### config.mk
export PLATFORM = sky130hd
export DESIGN_NAME = fp_mul_seq
export DESIGN_NICKNAME = d
export VERILOG_FILES = /design/src/rtl/fp_pkg.sv /design/src/rtl/fp_mul_norm_round.sv /design/src/rtl/fp_mul_seq.sv
export SDC_FILE = /design/constraint.sdc
export NUM_CORES = 1
export LEC_CHECK = 0
export ABC_AREA = 1
export ABC_CLOCK_PERIOD_IN_PS = 3100
export BUFFER_PORTS_ARGS = -buffer_cell sky130_fd_sc_hd__buf_2
export CAP_MARGIN = 0
export CORE_UTILIZATION = 55
export CTS_BUF_LIST = sky130_fd_sc_hd__clkbuf_4 sky130_fd_sc_hd__clkbuf_8
export DETAILED_ROUTE_END_ITERATION = 8
export PLACE_DENSITY = 0.83
export SLEW_MARGIN = 20
export SYNTH_ARGS = -nofsm -noshare
export SYNTH_HDL_FRONTEND = slang
export SYNTH_SLANG_ARGS = --single-unit
### constraint.sdc
create_clock -name clk -period 3.1 [get_ports clk]
set_input_delay 0 -clock clk [delete_from_list [all_inputs] [get_ports clk]]
set_output_delay 0 -clock clk [all_outputs]
set_load 0.1 [all_outputs]
### src/rtl/fp_pkg.sv
// Shared definitions for the sequential floating-point multiplier: default
// format widths, the controller state encoding and default-format constants.
package fp_pkg;

    localparam int DEF_EXP_W = 8;
    localparam int DEF_MAN_W = 7;
    localparam int DEF_SIG_W = DEF_MAN_W + 1;
    localparam int DEF_W     = 1 + DEF_EXP_W + DEF_MAN_W;
    localparam int DEF_BIAS  = 2**(DEF_EXP_W-1) - 1;

    typedef enum logic [1:0] {
        IDLE = 2'd0,
        MUL  = 2'd1,
        NORM = 2'd2,
        DONE = 2'd3
    } state_t;

    // Default-format (bfloat16) special encodings
    localparam logic [DEF_EXP_W-1:0] EXP_ONES_DEF = {DEF_EXP_W{1'b1}};
    localparam logic [DEF_W-1:0]     QNAN_DEF     = {1'b0, EXP_ONES_DEF, 1'b1, {(DEF_MAN_W-1){1'b0}}};
    localparam logic [DEF_W-1:0]     INF_DEF      = {1'b0, EXP_ONES_DEF, {DEF_MAN_W{1'b0}}};

endpackage

### src/rtl/fp_mul_norm_round.sv
// Combinational back end of the multiplier: normalises the raw significand
// product, rounds to nearest-even, finishes the exponent and resolves the
// special result classes into a packed result plus exception flags.
module fp_mul_norm_round
    import fp_pkg::*;
#(
    parameter int EXP_W = DEF_EXP_W,
    parameter int MAN_W = DEF_MAN_W
) (
    input  logic [2*(MAN_W+1)-1:0]  product,
    input  logic signed [EXP_W+1:0] e_raw,
    input  logic                    sign,
    input  logic                    is_nan,
    input  logic                    is_inv,
    input  logic                    is_inf,
    input  logic                    is_zero,
    output logic [EXP_W+MAN_W:0]    result,
    output logic                    flag_ovf,
    output logic                    flag_unf,
    output logic                    flag_inv
);

    localparam int SIG_W = MAN_W + 1;
    localparam int EW    = EXP_W + 2;

    localparam logic [EXP_W-1:0]        EXP_ONES = {EXP_W{1'b1}};
    localparam logic [EXP_W+MAN_W:0]    QNAN     = {1'b0, EXP_ONES, 1'b1, {(MAN_W-1){1'b0}}};
    localparam logic signed [EW-1:0]    E_MAX    = EW'((2**EXP_W) - 1);

    logic                    norm;
    logic [2*SIG_W-2:0]      shifted;
    logic [MAN_W-1:0]        man_t;
    logic                    guard;
    logic                    sticky;
    logic                    inc;
    logic [MAN_W:0]          man_sum;
    logic                    carry;
    logic signed [EW-1:0]    e_fin;
    logic [MAN_W-1:0]        man_fin;

    // A product in [2,4) already has its leading one at the top; otherwise
    // shift left once so the leading one always sits just above the mantissa.
    assign norm    = product[2*SIG_W-1];
    assign shifted = norm ? product[2*SIG_W-2:0] : {product[2*SIG_W-3:0], 1'b0};

    assign man_t   = shifted[2*SIG_W-2:SIG_W];
    assign guard   = shifted[SIG_W-1];
    assign sticky  = |shifted[SIG_W-2:0];
    assign inc     = guard & (sticky | man_t[0]);
    assign man_sum = {1'b0, man_t} + {{MAN_W{1'b0}}, inc};
    assign carry   = man_sum[MAN_W];
    assign man_fin = carry ? {MAN_W{1'b0}} : man_sum[MAN_W-1:0];

    // Exponent gets +1 for a [2,4) product and +1 more if rounding carried out
    assign e_fin   = e_raw + signed'(EW'(norm)) + signed'(EW'(carry));

    // Resolve result class in priority order: NaN, inf*0, inf, zero, ovf, unf
    always_comb begin
        result   = {sign, e_fin[EXP_W-1:0], man_fin};
        flag_ovf = 1'b0;
        flag_unf = 1'b0;
        flag_inv = 1'b0;
        if (is_nan) begin
            result   = QNAN;
            flag_inv = 1'b1;
        end else if (is_inv) begin
            result   = QNAN;
            flag_inv = 1'b1;
        end else if (is_inf) begin
            result   = {sign, EXP_ONES, {MAN_W{1'b0}}};
        end else if (is_zero) begin
            result   = {sign, {(EXP_W+MAN_W){1'b0}}};
        end else if (e_fin >= E_MAX) begin
            result   = {sign, EXP_ONES, {MAN_W{1'b0}}};
            flag_ovf = 1'b1;
        end else if (e_fin[EW-1] || (e_fin == '0)) begin
            result   = {sign, {(EXP_W+MAN_W){1'b0}}};
            flag_unf = 1'b1;
        end
    end

endmodule

### src/rtl/fp_mul_seq.sv
// Sequential floating-point multiplier: accepts two packed operands through a
// valid/ready handshake, forms the significand product with a one-bit-per-cycle
// shift-add loop, then normalises/rounds in a single cycle and holds the
// packed result and flags until the consumer takes them.
module fp_mul_seq
    import fp_pkg::*;
#(
    parameter int EXP_W = DEF_EXP_W,
    parameter int MAN_W = DEF_MAN_W,
    parameter int BIAS  = 2**(EXP_W-1) - 1
) (
    input  logic                 clk,
    input  logic                 rst,
    input  logic                 in_valid,
    output logic                 in_ready,
    input  logic [EXP_W+MAN_W:0] a,
    input  logic [EXP_W+MAN_W:0] b,
    output logic                 out_valid,
    input  logic                 out_ready,
    output logic [EXP_W+MAN_W:0] result,
    output logic                 flag_ovf,
    output logic                 flag_unf,
    output logic                 flag_inv
);

    localparam int SIG_W = MAN_W + 1;
    localparam int W     = 1 + EXP_W + MAN_W;
    localparam int EW    = EXP_W + 2;
    localparam int CNT_W = (SIG_W > 2) ? $clog2(SIG_W) : 1;

    localparam logic [EXP_W-1:0] EXP_ONES = {EXP_W{1'b1}};
    localparam logic [CNT_W-1:0] CNT_LAST = CNT_W'(SIG_W - 1);

    state_t               state;
    state_t               next_state;

    logic [W-1:0]         a_q;
    logic [W-1:0]         b_q;
    logic [SIG_W-1:0]     mplier_q;
    logic [2*SIG_W-1:0]   acc_q;
    logic [CNT_W-1:0]     count_q;
    logic [W-1:0]         result_q;
    logic                 ovf_q;
    logic                 unf_q;
    logic                 inv_q;

    logic                 accept;
    logic [SIG_W-1:0]     sig_b_in;

    logic                 sa, sb;
    logic [EXP_W-1:0]     ea, eb;
    logic [MAN_W-1:0]     ma, mb;
    logic [SIG_W-1:0]     sig_a;
    logic [SIG_W:0]       partial;

    logic                 a_nan, b_nan, a_inf, b_inf, a_zero, b_zero;
    logic                 is_nan, is_inv, is_inf, is_zero;
    logic signed [EW-1:0] e_raw;

    logic [W-1:0]         nr_result;
    logic                 nr_ovf, nr_unf, nr_inv;

    assign accept   = in_valid && in_ready;
    assign sig_b_in = {|b[W-2:MAN_W], b[MAN_W-1:0]};

    assign sa    = a_q[W-1];
    assign sb    = b_q[W-1];
    assign ea    = a_q[W-2:MAN_W];
    assign eb    = b_q[W-2:MAN_W];
    assign ma    = a_q[MAN_W-1:0];
    assign mb    = b_q[MAN_W-1:0];
    assign sig_a = {|ea, ma};

    // Add the multiplicand into the upper half when the current multiplier bit is set
    assign partial = {1'b0, acc_q[2*SIG_W-1:SIG_W]} + (mplier_q[0] ? {1'b0, sig_a} : '0);

    // Operand classification; exponent zero (denormal) counts as zero
    assign a_nan  = (ea == EXP_ONES) && (ma != '0);
    assign b_nan  = (eb == EXP_ONES) && (mb != '0);
    assign a_inf  = (ea == EXP_ONES) && (ma == '0);
    assign b_inf  = (eb == EXP_ONES) && (mb == '0);
    assign a_zero = (ea == '0);
    assign b_zero = (eb == '0);

    assign is_nan  = a_nan || b_nan;
    assign is_inv  = (a_inf && b_zero) || (b_inf && a_zero);
    assign is_inf  = a_inf || b_inf;
    assign is_zero = a_zero || b_zero;

    assign e_raw = signed'({2'b00, ea}) + signed'({2'b00, eb}) - signed'(EW'(BIAS));

    fp_mul_norm_round #(
        .EXP_W (EXP_W),
        .MAN_W (MAN_W)
    ) u_norm_round (
        .product  (acc_q),
        .e_raw    (e_raw),
        .sign     (sa ^ sb),
        .is_nan   (is_nan),
        .is_inv   (is_inv),
        .is_inf   (is_inf),
        .is_zero  (is_zero),
        .result   (nr_result),
        .flag_ovf (nr_ovf),
        .flag_unf (nr_unf),
        .flag_inv (nr_inv)
    );

    // Controller state register
    always_ff @(posedge clk) begin
        if (rst) state <= IDLE;
        else     state <= next_state;
    end

    // Controller next-state decode
    always_comb begin
        next_state = state;
        case (state)
            IDLE: if (accept)               next_state = MUL;
            MUL:  if (count_q == CNT_LAST)  next_state = NORM;
            NORM:                           next_state = DONE;
            DONE: if (out_ready)            next_state = IDLE;
            default:                        next_state = IDLE;
        endcase
    end

    // Handshake outputs decoded from the current state
    always_comb begin
        in_ready  = (state == IDLE);
        out_valid = (state == DONE);
    end

    // Datapath: operand capture, shift-add iteration and result capture
    always_ff @(posedge clk) begin
        if (rst) begin
            a_q      <= '0;
            b_q      <= '0;
            mplier_q <= '0;
            acc_q    <= '0;
            count_q  <= '0;
            result_q <= '0;
            ovf_q    <= 1'b0;
            unf_q    <= 1'b0;
            inv_q    <= 1'b0;
        end else begin
            case (state)
                IDLE: begin
                    if (accept) begin
                        a_q      <= a;
                        b_q      <= b;
                        mplier_q <= sig_b_in;
                        acc_q    <= '0;
                        count_q  <= '0;
                        result_q <= '0;
                        ovf_q    <= 1'b0;
                        unf_q    <= 1'b0;
                        inv_q    <= 1'b0;
                    end
                end
                MUL: begin
                    acc_q    <= {partial, acc_q[SIG_W-1:1]};
                    mplier_q <= mplier_q >> 1;
                    count_q  <= count_q + CNT_W'(1);
                end
                NORM: begin
                    result_q <= nr_result;
                    ovf_q    <= nr_ovf;
                    unf_q    <= nr_unf;
                    inv_q    <= nr_inv;
                end
                default: ;
            endcase
        end
    end

    assign result   = result_q;
    assign flag_ovf = ovf_q;
    assign flag_unf = unf_q;
    assign flag_inv = inv_q;

endmodule

==> results of run 1 <==
==> power by group <==
group	total [W]	internal [W]	switching (W)
clock	0.000815	0.000382	0.000433
sequential	0.00137	0.00122	0.000150
combinational	0.00212	0.000661	0.00146
==> critical path: cells and delay by family (launching register included) <==
kind,cells,cell delay [ns]
AOI/OAI and AO/OA,1,0.21
xor gates and xnor gates,1,0.23
and+or+nand+nor,11,1.29
adders and majority gates,2,0.62
buffers and inverters,4,0.29
DFF,1,0.38
==> through the flow <==
step           cell area (um2)  power (W)  instances
3_3_place_gp              5100    0.00321        850
6_report                  5860    0.00431        908
3_5_place_dp              5100    0.00328        850
2_1_floorplan             4730    0.00289        704
4_1_cts                   5630    0.00412        899
5_1_grt                   5860    0.00458        908
==> synthesized netlist by cell type <==
library cell	number	area, um2
o21ai_0	47	235
o21ai_1	5	25.0
and2_1	1	6.26
a21o_1	1	7.51
a31oi_1	8	50.1
dfxtp_1	80	1600
nor4_1	1	6.26
a21oi_2	1	8.76
o21a_1	2	15.0
nor2_4	2	22.5
xor2_1	3	26.3
buf_4	2	15.0
xnor2_1	1	8.76
nand3_1	55	275
nand3b_1	3	22.5
clkbuf_1	16	60.1
a21oi_1	56	280
nand3_4	2	35.0
nor2_1	100	375
buf_6	1	11.3
nand3_2	3	30.0
nor2_2	5	31.3
nand2_4	3	33.8
fa_1	3	60.1
buf_1	1	3.75
nor2b_1	1	6.26
nand4_1	6	37.5
a211oi_1	1	7.51
nand2_2	6	37.5
o221ai_1	1	8.76
buf_2	3	15.0
nand2_1	165	619
a221oi_1	1	8.76
ha_1	30	375
a21oi_4	1	16.3
nor3_1	6	30.0
o211ai_1	2	15.0
inv_1	71	267
inv_2	5	18.8
or2_4	1	8.76
or2_2	2	12.5
==> worst min path at each step <==
stage	from	end	slack (ns)	cells after the start
2_1_floorplan	rst	state[0]	0.08	1
3_3_place_gp	a[9]	a_q[9]	0.25	3
3_5_place_dp	a[11]	a_q[11]	0.25	3
4_1_cts	in_valid	a_q[6]	0.06	3
5_1_grt	in_valid	a_q[6]	0.09	3
6_report	in_valid	a_q[6]	0.08	3
==> cell type report <==
cell class / instances / area, um2 / share of cell area
Tap cell: 105 / 131 / 0.0224
Timing Repair Buffer: 106 / 742 / 0.127
Multi-Input combinational cell: 525 / 2890 / 0.493
Clock inverter: 7 / 77.6 / 0.0132
Clock buffer: 9 / 124 / 0.0211
Inverter: 76 / 288 / 0.0491
Sequential cell: 80 / 1610 / 0.274
==> what timing repair did <==
item / CTS / global route
hold buffers: 33 / 0
pin swaps: 0 / 17
endpoints found under the hold margin: 40 / 0
setup buffers: 0 / 9
setup endpoints to repair: 3 / 17
resized for setup: 1 / 45
==> cells by family (layout without fill, tap and decap cells) <==
family,Yosys count,after routing
AO/OA/AOI/OAI,126,126
XOR/XNOR,4,4
adder cells (fa/ha/maj),33,33
buffers and inverters,99,198
flip-flops,80,80
AND/OR/NAND/NOR,362,362
==> state kept, by name, summed over array words and instances, names as in the netlist <==
name      flops
mplier_q      8
b_q          16
state         2
flag_inv      1
count_q       3
acc_q        16
flag_unf      1
result       16
a_q          16
flag_ovf      1
==> per-layer routing <==
metal  up-vias  wire length, um
li1       2478                -
met1      2243             5110
met2       187             6380
met3        44              638
met4         0              434
met5         -                0
==> flow_summary.ini, run 1 <==
[synthesis]
syn_nets = 773
ys_types = 41
synth_mux_area_frac = 0
synthesis.area_um2 = 4730
yosys.area_share.adder = 0.0920
synth_xor_area_frac = 0.00741
seq_area_frac_synth = 0.339
yosys.area_share.simple = 0.336
synth_seq_cells = 80
yosysWarnings = 0
synth_top_family_by_area = simple AND/OR/NAND/NOR gates
synthCells = 704
syn_area_per_cell_um2 = 6.72
synth_compound_area_frac = 0.143

[grt]
overflow = 0
antenna_found_initial = 0
grt_max_degree = 50
grtUsageTotal = 0.277
gr-usage-met1 = 0.311
top_usage_layer = met2
grt_use_met3 = 0.0419
grt_pass1_vias = 4405
grtUsageMet2 = 0.505
grt_pass1_wl_um = 19200

[clock_tree]
cts_max_level = 3
cts_buffer_depth = 2
clk_pin_slew_ns = 0.09
clock_sink_count = 80
clk-insertion-delay-late_ns = 0.37
cts_tree = yes
cts_root_buffer = clkbuf_8
numCtsBuffers = 9

[worst_setup_path]
max_stage_delay_ns = 0.43
reg2reg_setup_slack_ns = 0.02
crit_path_top_delay_cell = fa_2
cp-end-kind = flip-flop
crit_required_ns = 3.42
critPathKind = flip-flop to flip-flop
r2r_start = acc_q[9]
timing.rr.end = result[11]
cp_max_fo = 7
cp.arrival_ns = 3.41
path_cells = inv_1 -> o21ai_1 -> nand2_1 -> nor2_2 -> nand2_1 -> inv_2 -> fa_2 -> inv_1 -> fa_2 -> xnor2_2 -> nor2b_1 -> nand3_2 -> nor2_2 -> nand2_2 -> nand2_4 -> nand3_4 -> nand3_2 -> nand2_1 -> inv_1
cp-startpoint = acc_q[9]
worstSetupStartpointType = flip-flop
worstSetupEndpoint = result[11]
r2r_cells = 19

[timing]
setup_violations = 0
timing.final.ws_setup_ns = 0.0170
skew_ns = 0.0109
relSlewSlack = 0.388
final.setup.tns_ns = 0
finalHoldViolCount = 0
whs_ns = 0.0801
worst_slew_pin_slew_ns = 0.918
slew_violations = 0
fin_crit_sh = 0.995
finalCriticalPeriod_ns = 3.08
timing.fmax_mhz = 324

[cells_and_area]
insertedDiodeCount = 0
layout_common_cells = nand2_1, nor2_1, dfxtp_1, inv_1
final_nets = 867
post-route-util = 0.709
drive_above_1_share = 0.200
fillers = 641
mostFrequentLayoutCell = nand2_1
area_growth_pct = 23.8

[floorplan]
dieArea_um2 = 8980
rows = 33
core_um2 = 8260
die_w_um = 94.7
die_y_um = 94.7
io-pin-count = 57
start_util = 0.573

[placed_design]
place_ws_ns = 0.000186
routabilityCongestion = 0.958
io_buffers = 56
dpl.hpwl_um = 8230

[job]
max-cap-violations = 0

[drt]
routed_wl_um = 12600
drc_errors = 0
ant_nets = 0
drtIter0Drc = 244
viasPerCell = 5.45
drtPass1Iterations = 5
wl_per_cell_um = 13.8
via_count = 4952

[run_status]
status = finished, final reports clean

[power_and_ir_drop]
peakVddDrop_mv = 0.725
p_leak_nw = 2.82
powerDensity_nw_per_um2 = 735

[min_path]
hold_class = input port to flip-flop
No activity file was read; power rests on OpenSTA's default activity.
==> inputs of run 2 (changes only) <==
Settings changed: CAP_MARGIN 0 to 40, CORE_ASPECT_RATIO set to 1.4, CTS_BUF_LIST sky130_fd_sc_hd__clkbuf_4 sky130_fd_sc_hd__clkbuf_8 to sky130_fd_sc_hd__clkbuf_8.
==> flow_summary.ini, run 2 (same netlist as run 1, synthesis figures left out) <==
[placed_design]
routabilityCongestion = 0.908
io_buffers = 56
place_ws_ns = -0.0632
dpl.hpwl_um = 8510

[timing]
rsz0062_at_grt = yes
skew_ns = 0.0104
slew_violations = 0
finalCriticalPeriod_ns = 2.98
setup_violations = 0
finalHoldViolCount = 0
worst_slew_pin_slew_ns = 0.637
timing.fmax_mhz = 335
timing.final.ws_setup_ns = 0.118
final.setup.tns_ns = 0
relSlewSlack = 0.576
fin_crit_sh = 0.962
whs_ns = 0.0490

[cells_and_area]
final_nets = 862
drive_above_1_share = 0.169
area_growth_pct = 21.4
register_area_um2 = 1610
fillers = 657
layout_common_cells = nand2_1, nor2_1, dfxtp_1, inv_1, buf_2
insertedDiodeCount = 0
post-route-util = 0.697
mostFrequentLayoutCell = nand2_1
multiInputGateArea_um2 = 2810

[grt]
gr-usage-met1 = 0.291
overflow = 0
top_usage_layer = met2
grt_max_degree = 35
antenna_found_initial = 0
grtUsageTotal = 0.287
grtUsageMet2 = 0.521
grt_pass1_wl_um = 20300
grt_use_met3 = 0.0598
grt_pass1_vias = 4733

[power_and_ir_drop]
peakVddDrop_mv = 0.834
comb_power_share = 0.490
p_int_w = 0.00224
power.switching_w = 0.00196
power_frac_clock = 0.183
seq_power_share = 0.326
powerDensity_nw_per_um2 = 732
p_leak_nw = 2.77
switching_share = 0.466

[drt]
drc_errors = 0
drtPass1Iterations = 5
viasPerCell = 5.49
ant_nets = 0
drtIter0Drc = 226
via_count = 4939
routed_wl_um = 12100
wl_per_cell_um = 13.5

[clock_tree]
clk_pin_slew_ns = 0.08
cts_root_buffer = clkbuf_8
clock_sink_count = 80
cts_tree = yes
numCtsBuffers = 9
clk-insertion-delay-late_ns = 0.37
cts_max_level = 3
cts_buffer_depth = 2

[worst_setup_path]
max_stage_delay_ns = 0.37
crit_required_ns = 3.33
cp.arrival_ns = 3.21
crit_family = simple AND/OR/NAND/NOR gates
cp_max_fo = 6
timing.rr.end = result[4]
cp.depth = 22
r2r_cells = 22
cp-end-kind = flip-flop
cpMostUsedCell = nand2_1
reg2reg_setup_slack_ns = 0.12
critPathKind = flip-flop to flip-flop
path_cells = buf_2 -> nand2_1 -> o21a_1 -> inv_1 -> nor3_2 -> nand2_1 -> inv_1 -> fa_2 -> inv_1 -> fa_2 -> inv_2 -> nand2_1 -> nand2_2 -> nand3_2 -> nand2_1 -> nand2_1 -> nand2_2 -> nand3_2 -> nor2_4 -> nor2_4 -> nand3_1 -> a21oi_1
worstSetupStartpointType = flip-flop
crit_buf_inv = 5
crit_path_top_delay_cell = fa_2
r2r_start = acc_q[15]

[min_path]
hold_class = input port to flip-flop
holdPathEnd = a_q[6]
min_from = in_valid
whs_path_depth = 3

[floorplan]
io-pin-count = 57
die_w_um = 80.4
core_um2 = 8250
start_util = 0.574
die_y_um = 112
rows = 39
dieArea_um2 = 8980

[job]
max-cap-violations = 0

[run_status]
status = finished, final reports clean
-- run 2: what timing repair did --
| action | 4_1_cts | 5_1_grt |
|---|---|---|
| hold endpoints to repair | 40 | 0 |
| resized for setup | 1 | 24 |
| endpoints found under the setup margin | 15 | 17 |
| pin swaps | 0 | 2 |
| hold buffers | 33 | 0 |
| setup buffers | 0 | 2 |
-- run 2: stage by stage --
stage	power [W]	instance area (um2)	std cells
after CTS	0.00411	5650	897
after detailed placement	0.00331	5120	848
after floorplan	0.00289	4730	704
after global routing	0.00450	5750	900
after global placement	0.00323	5090	847
final	0.00421	5750	900
-- run 2: per-layer routing --
metal	vias to the layer above	share of wire
met4	0	0.053
met2	152	0.52
li1	2465	-
met3	60	0.035
met5	-	0
met1	2262	0.39
-- run 2: how the worst max path moves through the flow --
stage / from / endpoint / slack [ns]
5_1_grt: acc_q[15] / result[2] / -0.14
4_1_cts: acc_q[15] / result[4] / 0.02
3_3_place_gp: acc_q[15] / result[3] / 0.08
6_report: acc_q[15] / result[4] / 0.12
2_1_floorplan: acc_q[15] / result[0] / 0.26
3_5_place_dp: acc_q[15] / result[4] / -0.06
-- run 2: power by group through the flow --
stage	clock, W	combinational [W]	sequential, W
floorplan	0	0.00141	0.00148
global placement	0	0.00186	0.00138
detailed placement	0	0.00192	0.00139
CTS	0.000783	0.00196	0.00136
global route	0.000832	0.00227	0.00140
finish	0.000771	0.00206	0.00137
-- run 2: layout make-up --
cell class                 count  share of cell area
inverter                      76              0.0497
clock buffer                  10              0.0240
timing repair buffer         101               0.126
sequential                    80               0.280
clock inverter                 6              0.0105
tap                          102              0.0222
multi-input combinational    525               0.488
-- run 2: worst min-delay path: stages --
cell     delay, ns
buf_2         0.11
nand2_1       0.17
a21oi_1       0.09
==> inputs of run 3 (changes only) <==
Settings changed: ABC_AREA 1 to unset, CORE_UTILIZATION 55 to 54, PLACE_DENSITY 0.83 to 0.82.
==> flow_summary.ini, run 3 <==
[cells_and_area]
register_area_um2 = 1610
area_growth_pct = 30.6
layoutNonFillerInstCount = 744
layout_common_cells = dfxtp_1, nand2_1, buf_2, a21oi_1, nor2_1
multiInputGateArea_um2 = 2770
final_nets = 708
insertedDiodeCount = 0
fillers = 522
mostFrequentLayoutCell = dfxtp_1
drive_above_1_share = 0.234

[synthesis]
ys_async_sr_fraction = 0
ys.flop_type = dfxtp_1
syn_area_per_cell_um2 = 8.39
yosysMostFrequentCell = dfxtp_1
ys_types = 60
synth_edf_count = 0
synth_commonest_cells = dfxtp_1, nand2_1, a21oi_1
synthesis.area_um2 = 4380
syn_nets = 591
yosysTopAreaCellShare = 0.366
synth_seq_cells = 80
yosysWarnings = 0
yosysTopAreaCell = dfxtp_1
synthCells = 522
synthTopCellsByArea = dfxtp_1, ha_1, nand2_1
seq_area_frac_synth = 0.366

[drt]
drtPass1Iterations = 5
drtIter0Drc = 268
wl_per_cell_um = 16.1
drc_errors = 0
viasPerCell = 5.90
via_count = 4393
ant_nets = 0
routed_wl_um = 12000

[placed_design]
io_buffers = 56
placed_cells = 688
routabilityCongestion = 0.887
dpl.hpwl_um = 7900

[worst_setup_path]
critPathKind = flip-flop to flip-flop
worstSetupStartpointType = flip-flop
cp_max_fo = 7
cp.arrival_ns = 3.65
crit_required_ns = 3.35
path_cells = ha_1 -> ha_1 -> inv_1 -> a311oi_1 -> o311ai_4 -> buf_4 -> buf_4 -> nor4_4 -> nand3_1 -> and3b_2 -> a32o_1
cp-end-kind = flip-flop
max_stage_delay_ns = 0.51
r2r_cells = 11
crit_path_top_delay_cell = a311oi_1

[floorplan]
io-pin-count = 57
die_w_um = 78.1
core_um2 = 7800
start_util = 0.562
die_y_um = 109
rows = 38
dieArea_um2 = 8480

[timing]
timing.fmax_mhz = 294
timing.final.ws_setup_ns = -0.307
slew_violations = 0
rsz0062_at_grt = yes
finalHoldViolCount = 0
finalCriticalPeriod_ns = 3.41
skew_ns = 0.0146
fin_crit_sh = 1.10
worst_slew_pin_slew_ns = 0.772
setup_violations = 16
relSlewSlack = 0.485
whs_ns = 0.0388

[min_path]
whs_path_depth = 3
hold_class = input port to flip-flop

[grt]
antenna_found_initial = 0
grt_pass1_vias = 4420
grt_max_degree = 64
overflow = 0
grt_pass1_wl_um = 19400
grtUsageTotal = 0.291

[clock_tree]
cts_max_level = 3
cts_tree = yes
numCtsBuffers = 9
clk-insertion-delay-late_ns = 0.37
clk_pin_slew_ns = 0.09
cts_root_buffer = clkbuf_8
cts_buffer_depth = 2
clock_sink_count = 80

[power_and_ir_drop]
powerDensity_nw_per_um2 = 661
peakVddDrop_mv = 0.770
power.total_w = 0.00378
p_leak_nw = 2.47

[run_status]
violations = negative setup slack
status = finished, violations left

[job]
max-cap-violations = 0
-- run 3: changes by cell type after synthesis, moves of 8 or more --
cell | before | now
mux2i_1 | 0 | 11
inv_1 | 71 | 20
nand3_1 | 55 | 7
nor4_1 | 1 | 10
nor2_1 | 100 | 49
and2_1 | 1 | 13
nand2_1 | 165 | 78
a221o_1 | 0 | 8
o21ai_0 | 47 | 8
nor2b_1 | 1 | 10
a22oi_1 | 0 | 19
a211oi_1 | 1 | 10
-- run 3: cells by family after synthesis --
group	count (synthesis)	synth area share
AO/OA/AOI/OAI	139	0.225
XOR/XNOR	14	0.0280
adder cells (fa/ha/maj)	33	0.0994
buffers and inverters	46	0.0417
flip-flops	80	0.366
multiplexers	12	0.0277
AND/OR/NAND/NOR	198	0.212
-- run 3: stage by stage --
stage	util	setup WS (ns)	cell area, um2	setup TNS, ns
floorplan	-	-0.104	4460	-0.969
finish	0.733	-0.307	5720	-3.17
global route	0.733	-0.442	5720	-5.26
detailed placement	0.641	-0.227	5000	-2.75
CTS	0.719	-0.179	5600	-1.85
global placement	0.641	-0.121	5000	-1.48
-- run 3: per-layer routing --
metal / vias up / track usage / routed length, um
met2: 137 / 0.553 / 6450
met3: 38 / 0.0430 / 394
met4: 0 / 0.164 / 429
met5: - / 0 / 0
li1: 2103 / - / -
met1: 2115 / 0.301 / 4680
-- run 3: what timing repair did --
| item | in CTS | in global routing |
|---|---|---|
| resized for setup | 7 | 15 |
| hold endpoints to repair | 42 | 0 |
| buffers inserted | 3 | 4 |
| endpoints found under the setup margin | 14 | 17 |
| hold buffers | 33 | 0 |
| pin swaps | 9 | 11 |
-- run 3: area by class of cell --
| cell class | count | share of cell area |
|---|---|---|
| Clock buffer | 11 | 0.0265 |
| Sequential cell | 80 | 0.281 |
| Multi-Input combinational cell | 396 | 0.484 |
| Tap cell | 100 | 0.0219 |
| Inverter | 20 | 0.0131 |
| Clock inverter | 5 | 0.0107 |
| Timing Repair Buffer | 132 | 0.163 |
-- run 3: power by group --
| part | total, W | switching, W | internal, W |
|---|---|---|---|
| registers | 0.00131 | 0.000130 | 0.00118 |
| logic | 0.00165 | 0.00102 | 0.000635 |
| clock network | 0.000812 | 0.000391 | 0.000422 |
-- run 3: worst paths after layout --
check             startpoint  slack [ns]   endpoint
setup / recovery     b_q[12]       -0.31  result[2]
hold / removal     out_ready        0.04   state[0]
setup reg to reg     b_q[12]       -0.31  result[2]
hold reg to reg       b_q[3]        0.46     b_q[3]
-- run 3: worst max-delay path, delay by kind of cell (launching register included) --
kind,cells,cell delay [ns]
buffers and inverters,3,0.50
adder cells (fa/ha/maj),2,0.71
AO/OA/AOI/OAI,3,0.99
flip-flops,1,0.41
AND/OR/NAND/NOR,3,0.69
